`src/rtl/m_memtest.sv`:
```
// Memory test engine: writes a seeded pattern over a region in bursts,
// reads it back over the same request/response streams and counts mismatches.
module m_memtest #(
  parameter logic [7:0]  SRC_ID     = 8'h00,
  parameter logic [31:0] BASE_ADDR  = 32'h0000_0000,
  parameter int          NUM_BURSTS = 16,
  parameter int          BURST_LEN  = 4,
  parameter logic [4:0]  BEN_FULL   = 5'h00
) (
  input  logic        clk,
  input  logic        reset,
  input  logic        start,
  input  logic [31:0] seed,
  output logic        O_TVALID,
  input  logic        O_TREADY,
  output logic [63:0] O_TDATA,
  output logic        O_TLAST,
  input  logic        I_TVALID,
  output logic        I_TREADY,
  input  logic [63:0] I_TDATA,
  input  logic        I_TLAST,
  output logic        busy,
  output logic        done,
  output logic        pass,
  output logic [15:0] err_count,
  output logic [31:0] first_err_addr
);

  typedef enum logic [2:0] {
    S_IDLE,
    S_WR_HDR,
    S_WR_DATA,
    S_WR_ACK,
    S_RD_HDR,
    S_RD_RESP_HDR,
    S_RD_RESP_DATA,
    S_DONE
  } state_e;

  localparam logic [1:0]  T_READ      = 2'b00;
  localparam logic [1:0]  T_WRITE     = 2'b01;
  localparam logic [1:0]  T_RDATA     = 2'b10;
  localparam logic [1:0]  T_WRACK     = 2'b11;
  localparam logic [31:0] BASE_AL     = {BASE_ADDR[31:3], 3'b000};
  localparam logic [31:0] BURST_BYTES = 32'(BURST_LEN * 8);
  localparam logic [7:0]  LAST_BEAT   = 8'(BURST_LEN - 1);
  localparam logic [15:0] LAST_BURST  = 16'(NUM_BURSTS - 1);

  state_e      state_q, state_d;
  logic [31:0] addr_q, addr_d;
  logic [15:0] burst_cnt_q, burst_cnt_d;
  logic [7:0]  beat_cnt_q, beat_cnt_d;
  logic [31:0] seed_q, seed_d;
  logic [15:0] err_q, err_d;
  logic [31:0] ferr_q, ferr_d;
  logic        busy_q, busy_d;
  logic        done_q, done_d;
  logic        pass_q, pass_d;

  logic [31:0] beat_addr;
  logic [31:0] pat_w;
  logic [63:0] pat;
  logic [63:0] hdr;
  logic        o_fire;
  logic        i_fire;
  logic [1:0]  err_inc;
  logic        data_bad;
  logic        last_beat;
  logic [16:0] err_sum;

  // Expected pattern for the beat currently addressed
  always_comb begin
    beat_addr = addr_q + {21'b0, beat_cnt_q, 3'b000};
    pat_w     = {3'b000, beat_addr[31:3]} ^ seed_q;
    pat       = {pat_w, ~pat_w};
  end

  // Request header for the current burst
  always_comb begin
    hdr         = '0;
    hdr[63:59]  = BEN_FULL;
    hdr[55:48]  = SRC_ID;
    hdr[31:3]   = addr_q[31:3];
    if (state_q == S_RD_HDR) begin
      hdr[47:40] = LAST_BEAT;
      hdr[33:32] = T_READ;
    end else begin
      hdr[33:32] = T_WRITE;
    end
  end

  // Stream outputs decoded from the registered state
  always_comb begin
    O_TVALID = (state_q == S_WR_HDR) || (state_q == S_WR_DATA) ||
               (state_q == S_RD_HDR);
    O_TDATA  = '0;
    if (O_TVALID) O_TDATA = (state_q == S_WR_DATA) ? pat : hdr;
    O_TLAST  = (state_q == S_RD_HDR) ||
               ((state_q == S_WR_DATA) && (beat_cnt_q == LAST_BEAT));
    I_TREADY = !O_TVALID;
    o_fire   = O_TVALID && O_TREADY;
    i_fire   = I_TVALID && I_TREADY;
  end

  // Next-state and datapath updates
  always_comb begin
    state_d     = state_q;
    addr_d      = addr_q;
    burst_cnt_d = burst_cnt_q;
    beat_cnt_d  = beat_cnt_q;
    seed_d      = seed_q;
    err_d       = err_q;
    ferr_d      = ferr_q;
    err_inc     = 2'd0;
    data_bad    = 1'b0;
    last_beat   = 1'b0;
    err_sum     = '0;
    unique case (state_q)
      S_IDLE, S_DONE: begin
        if (start) begin
          state_d     = S_WR_HDR;
          addr_d      = BASE_AL;
          burst_cnt_d = '0;
          beat_cnt_d  = '0;
          err_d       = '0;
          ferr_d      = '0;
          seed_d      = seed;
        end
      end
      S_WR_HDR: begin
        if (o_fire) begin
          state_d    = S_WR_DATA;
          beat_cnt_d = '0;
        end
      end
      S_WR_DATA: begin
        if (o_fire) begin
          beat_cnt_d = beat_cnt_q + 8'd1;
          if (beat_cnt_q == LAST_BEAT) state_d = S_WR_ACK;
        end
      end
      S_WR_ACK: begin
        if (i_fire) begin
          if ((I_TDATA[33:32] != T_WRACK) || !I_TLAST) err_inc = 2'd1;
          if (burst_cnt_q == LAST_BURST) begin
            state_d     = S_RD_HDR;
            addr_d      = BASE_AL;
            burst_cnt_d = '0;
          end else begin
            state_d     = S_WR_HDR;
            addr_d      = addr_q + BURST_BYTES;
            burst_cnt_d = burst_cnt_q + 16'd1;
          end
        end
      end
      S_RD_HDR: begin
        if (o_fire) state_d = S_RD_RESP_HDR;
      end
      S_RD_RESP_HDR: begin
        if (i_fire) begin
          if (I_TDATA[33:32] != T_RDATA) err_inc = 2'd1;
          state_d    = S_RD_RESP_DATA;
          beat_cnt_d = '0;
        end
      end
      S_RD_RESP_DATA: begin
        if (i_fire) begin
          data_bad   = (I_TDATA != pat);
          last_beat  = (beat_cnt_q == LAST_BEAT);
          err_inc    = {1'b0, data_bad} + {1'b0, I_TLAST != last_beat};
          if (data_bad && (err_q == 16'd0)) ferr_d = beat_addr;
          beat_cnt_d = beat_cnt_q + 8'd1;
          if (I_TLAST || last_beat) begin
            addr_d = addr_q + BURST_BYTES;
            if (burst_cnt_q == LAST_BURST) begin
              state_d = S_DONE;
            end else begin
              state_d     = S_RD_HDR;
              burst_cnt_d = burst_cnt_q + 16'd1;
            end
          end
        end
      end
      default: state_d = S_IDLE;
    endcase
    if (err_inc != 2'd0) begin
      err_sum = {1'b0, err_q} + {15'b0, err_inc};
      err_d   = err_sum[16] ? 16'hFFFF : err_sum[15:0];
    end
  end

  // Status flags follow the state being entered
  always_comb begin
    busy_d = (state_d != S_IDLE) && (state_d != S_DONE);
    done_d = (state_d == S_DONE);
    pass_d = (state_d == S_DONE) && (err_d == 16'd0);
  end

  // State registers with synchronous reset
  always_ff @(posedge clk) begin
    if (reset) begin
      state_q     <= S_IDLE;
      addr_q      <= '0;
      burst_cnt_q <= '0;
      beat_cnt_q  <= '0;
      seed_q      <= '0;
      err_q       <= '0;
      ferr_q      <= '0;
      busy_q      <= 1'b0;
      done_q      <= 1'b0;
      pass_q      <= 1'b0;
    end else begin
      state_q     <= state_d;
      addr_q      <= addr_d;
      burst_cnt_q <= burst_cnt_d;
      beat_cnt_q  <= beat_cnt_d;
      seed_q      <= seed_d;
      err_q       <= err_d;
      ferr_q      <= ferr_d;
      busy_q      <= busy_d;
      done_q      <= done_d;
      pass_q      <= pass_d;
    end
  end

  assign busy           = busy_q;
  assign done           = done_q;
  assign pass           = pass_q;
  assign err_count      = err_q;
  assign first_err_addr = ferr_q;

endmodule
```
`config.mk`:
```
export PLATFORM = sky130hd
export DESIGN_NAME = m_memtest
export DESIGN_NICKNAME = d
export VERILOG_FILES = /design/src/rtl/m_memtest.sv
export SDC_FILE = /design/constraint.sdc
export NUM_CORES = 1
export LEC_CHECK = 0
export BUFFER_PORTS_ARGS = -buffer_cell sky130_fd_sc_hd__buf_2
export CAP_MARGIN = 25
export CORE_ASPECT_RATIO = 0.75
export CORE_UTILIZATION = 58
export CTS_CLUSTER_SIZE = 30
export DETAILED_ROUTE_END_ITERATION = 16
export GPL_TIMING_DRIVEN = 1
export PLACE_DENSITY_LB_ADDON = 0.2
export SYNTH_ARGS = -nofsm -noshare
export SYNTH_HDL_FRONTEND = slang
export SYNTH_SLANG_ARGS = --single-unit
```
`constraint.sdc`:
```
create_clock -name clk -period 11.4 [get_ports clk]
set_input_delay 2.28 -clock clk [delete_from_list [all_inputs] [get_ports clk]]
set_output_delay 2.28 -clock clk [all_outputs]
set_load 0.02 [all_outputs]
```
# Yosys cells after proc, flatten, opt, wreduce, memory -nomap -nowiden
# Index checks and enable logic that the tools add are counted.
# Widths: inputs -> output; s select.
dict set report op_classes {
  addsub 6
  n_eq_ne 24
  mux 48
  bitwise 2
  n_reduce_logical 27
}
# cell n
set op_table {}
lappend op_table {{$mux 32} 7}
lappend op_table {{$mux 16} 10}
lappend op_table {{$mux 64} 2}
lappend op_table {{$pmux 32 s3} 1}
lappend op_table {{$ne 64x64->1} 1}
lappend op_table {{$pmux 32 s2} 1}
lappend op_table {{$pmux 16 s3} 1}
lappend op_table {{$mux 8} 5}
lappend op_table {{$pmux 8 s5} 1}
lappend op_table {{$add 32x11->32} 1}
lappend op_table {{$add 32x6->32 const B} 1}
lappend op_table {{$logic_not 16->1} 2}
lappend op_table {{$not 32->32} 1}
lappend op_table {{$xor 29x32->32} 1}
lappend op_table {{$mux 3} 10}
lappend op_table {{$ne 2x2->1 const B} 11}
lappend op_table {{$pmux 3 s7} 1}
lappend op_table {{$add 16x2->17} 1}
lappend op_table {{$add 16x1->16 const B} 1}
lappend op_table {{$eq 16x4->1 const B} 1}
lappend op_table {{$eq 3x3->1 const B} 5}
lappend op_table {{$reduce_and 6->1} 2}
lappend op_table {{$add 8x1->8 const B} 1}
lappend op_table {{$eq 8x2->1 const B} 1}
lappend op_table {{other kinds (19)} 38}
dict set report word_totals {
  reg_bits 142
  in_bits 102
  elab_cells 117
}

# Logic depth before layout (Yosys ltp)
dict set report depth {
  word_depth 12
  depth_mapped 26
}

# Least setup slack after synthesis
# Ideal clock, no wire load.
dict set report synth_timing {
  kind {input to register}
  start {input port I_TDATA[33]}
  end {register pass_q (netlist: pass)}
  setup_time_ns 0.092
  arrival_time_ns 7.135
  required_time_ns 11.308
  slack_ns 4.173
  stages 24
  path_cell_list {or3b_2 -> a222oi_1 -> o21ai_0 -> a2111oi_0 -> o2111ai_1 -> a2111oi_0 -> nand4_1 -> or4_1 -> ha_1 -> nand3_1 -> a21oi_1 -> ha_1 -> fa_1 -> nand3_1 -> or4_1 -> or2_2 -> clkbuf_1 -> nand2b_1 -> a21oi_1 -> a31oi_1 -> a21oi_1 -> nand3_1 -> or4_1 -> nor4_1}
}
dict set report synth_via {
  elab_chain_len 10
}
# element line_no
set synth_rtl {}
lappend synth_rtl {{from (decl)} 20} ;# input logic [63:0] I_TDATA,
lappend synth_rtl {{parallel branches: the longest is 4 deep, another holds $add 1x1->2} n/a}
lappend synth_rtl {{$pmux 2 s3 (*)} 118} ;# unique case (state_q)
lappend synth_rtl {{$add 16x2->17} 187} ;# err_sum = {1'b0, err_q} + {15'b0, err_inc};
lappend synth_rtl {{$mux 16} 188} ;# err_d = err_sum[16] ? 16'hFFFF : err_sum[15:0];
lappend synth_rtl {{$mux 16 (*)} 186} ;# if (err_inc != 2'd0) begin
lappend synth_rtl {{$logic_not 16->1 (*)} 196} ;# pass_d = (state_d == S_DONE) && (err_d == 16'd0);
lappend synth_rtl {{$logic_and 1x1->1 (*)} 196}
lappend synth_rtl {{to (signal assigned)} 222} ;# pass_q <= pass_d;
lappend synth_rtl {{to (decl)} 58} ;# logic pass_q, pass_d;
# Mark *: on every way between the ends.
# A chain may end at the register's enable or synchronous reset.

# Final worst setup path
# Ends and elaborated chain as after synthesis.

==> run_results.csv <==
group,metric,value,unit
run_status,outcome,"finished clean",
timing,period_share,0.687,
synthesis,synth.most_common_cell,"nand2_1",
timing,final_max_slew_viol_count,0,
job,maxCapViolCount,0,
synthesis,synth_area,8620,um^2
timing,worstMarginPinSlew,0.922,ns
setup_path,r2r_start,"addr_q[10]",
finish,syn2layout_area_growth,20.6,%
timing,rsz0062_at_grt,"false",
floorplan,die-width,143,um
drt,num_vias,9195,
timing,fin_setup_tns,0,ns
setup_path,startpoint,"I_TDATA[33]",
synthesis,yosys_register_bits,134,
drt,wl_per_cell,17.9,um
floorplan,rows,38,
floorplan,die_area,15400,um^2
grt,grt_overflow,0,
placed_design,place_congestion,0.977,
setup_path,crit_fanout,8,
drt,dr.pass1.iters,5,
synthesis,synth.area.top_cells,"dfxtp_1 (31%), nand2_1 (8.3%), nor2_1 (7.0%)",
clock_tree,root_buffer,"clkbuf_16",
clock_tree,cts_buffer_depth,2,
clock_tree,cts_buffers,17,
clock_tree,cts_tree,"yes",
clock_tree,htreeDepth,4,
synthesis,ys_async_sr_fraction,0,
drt,ant_nets,0,
setup_path,critical_path_class,"input pin to register",
setup_path,start_kind,"input pin",
floorplan,fp.dieH,108,um
clock_tree,hold_buffers,0,
placed_design,pre_cts_slack,3.23,ns
timing,fmax,128,MHz
floorplan,initial_core_util,0.594,
grt,grt_max_degree,59,
finish,finish.net_count,1460,
timing,fin_skew,0.00836,ns
timing,finalCriticalPeriod,7.84,ns
grt,grt_usage,0.366,
synthesis,synth_top_cell_by_area,"dfxtp_1",
placed_design,hpwl,20400,um
clock_tree,clkTransAtPathRegs,0.07,ns
setup_path,critPathCaptureType,"register",
hold_path,holdCritPathClass,"register to register",
setup_path,critPathRequiredTime,11.75,ns
power,pwr_density_cell,119,nW/um^2
setup_path,reg2reg_setup_slack,3.99,ns
floorplan,pin_count,220,
synthesis,synth_edf_count,0,
placed_design,port_buffers,216,
synthesis,syn_inst,1164,
grt,grt_antenna_before_repair,3,
setup_path,crit_arrival,8.18,ns
finish,drive_above_1_share,0.211,
grt,first_global_vias,7986,
power,ir_worst_vdd,0.113,mV
synthesis,synthTopCellsByCount,"nand2_1 (191), nor2_1 (161), dfxtp_1 (134)",
timing,holdWs,0.452,ns
drt,avgViaCountPerCell,5.90,
timing,setup_viol,0,
clock_tree,post-cts-setup-buffers,0,
clock_tree,clk_latency,0.44,ns
synthesis,post-synth-top-area-fraction,0.311,
synthesis,postSynthAreaPerCell,7.41,um^2
synthesis,synth_warnings,0,
synthesis,synth_ff_type,"dfxtp_1",
timing,postLayoutSetupSlackWorst,3.56,ns
hold_path,min_from,"first_err_addr[16]",
clock_tree,ctsResizeCount,0,
synthesis,synth-seq-area-share,0.311,
floorplan,core_area,14500,um^2
drt,drtIter0Drc,1175,
timing,max-slew-margin-rel,0.384,
drt,drc,0,
grt,grt_pass1_wl,42400,um
drt,wl,27900,um
timing,hold_viol,0,
clock_tree,cts_sinks,134,
synthesis,synthDistinctLibCells,72,
power,p_leak,4.25,nW
==> sequential cells by signal (all words and copies together), names as in the netlist, 3 cells and up <==
register	flops
seed_q	32
beat_cnt_q	8
addr_q	27
err_count	16
first_err_addr	29
state_q	3
burst_cnt_q	16
==> report_power, final <==
| group | internal, mW | total, mW | switching (mW) |
|---|---|---|---|
| Clock | 0.333 | 0.578 | 0.245 |
| Sequential | 0.479 | 0.494 | 0.0150 |
| Combinational | 0.0587 | 0.161 | 0.102 |
==> layer usage <==
layer  up-vias  global-route usage  part of all wire
li1       4374                   -                 -
met1      4228               0.515              0.44
met2       545               0.527              0.42
met3        48               0.112              0.12
met4         0               0.118             0.021
met5         -                   0                 0
==> cell usage in the layout (no fill, tap or decap), types with 4 or more instances in the layout <==
cell type	Yosys	layout
buf_2	7	216
nand2_1	191	191
nor2_1	161	158
dfxtp_1	134	134
a21oi_1	72	72
xnor2_1	60	60
xor2_1	57	57
nor3_1	43	43
nand3_1	38	38
mux2i_1	37	37
o21ai_0	32	31
nor2b_1	22	22
nand4_1	19	19
and3_1	17	17
inv_1	17	17
and2_1	18	17
nand2b_1	17	17
clkbuf_16	0	17
nor3b_1	13	13
ha_1	13	13
nor4_1	12	12
a31oi_1	11	11
nand3b_1	11	11
o211ai_1	8	8
a211oi_1	7	7
and3b_1	7	7
buf_4	5	7
or2_2	5	5
a31o_2	5	5
inv_8	0	5
and4_1	4	4
inv_6	0	4
==> area by class of cell <==
| type | instances | area (um^2) |
|---|---|---|
| Tap cell | 200 | 250 |
| Timing Repair Buffer | 226 | 1180 |
| Inverter | 17 | 63.8 |
| Clock buffer | 17 | 425 |
| Clock inverter | 15 | 184 |
| Sequential cell | 134 | 2680 |
| Antenna cell | 2 | 5.00 |
| Multi-Input combinational cell | 948 | 5600 |
| Fill cell | 1227 | 4110 |
==> worst max-delay path, stage by stage <==
cell,delay (ns)
buf_2,0.11
or3b_2,0.45
a222oi_1,0.25
o21ai_0,0.20
a2111oi_0,0.34
o2111ai_1,0.19
a2111oi_0,0.43
nand4_1,0.17
or4_1,0.52
ha_1,0.33
nand3_1,0.09
a21oi_1,0.09
ha_1,0.21
fa_1,0.45
nand3_1,0.12
or4_1,0.16
nor2_1,0.15
nor2_1,0.38
nand2_1,0.10
o221ai_1,0.24
nand3_1,0.11
or4_1,0.52
nor4_1,0.26
==> cell families after synthesis <==
logic type | Yosys count | synth area share
xor+xnor | 117 | 0.119
other cells | 1 | 0.000435
simple gates | 601 | 0.336
compound gates | 174 | 0.126
mux | 39 | 0.0456
buf+inv | 84 | 0.0415
flops | 134 | 0.311
fa+ha+maj | 14 | 0.0212
==> final timing paths <==
check / endpoint / cells past startpoint
setup / recovery: pass / 23
hold / removal: first_err_addr[16] / 2
setup reg to reg: pass / 24
hold reg to reg: first_err_addr[16] / 2
==> stage by stage <==
| stage | util | cell area, um^2 | cells | total power, mW |
|---|---|---|---|---|
| 3_5_place_dp | 0.671 | 9730 | 1522 | 0.658 |
| 2_1_floorplan | - | 8630 | 1166 | 0.601 |
| 6_report | 0.717 | 10400 | 1559 | 1.23 |
| 3_3_place_gp | 0.671 | 9730 | 1522 | 0.656 |
| 5_1_grt | 0.717 | 10400 | 1559 | 1.27 |
| 4_1_cts | 0.713 | 10300 | 1554 | 1.23 |
No activity file was read; power rests on OpenSTA's default activity.
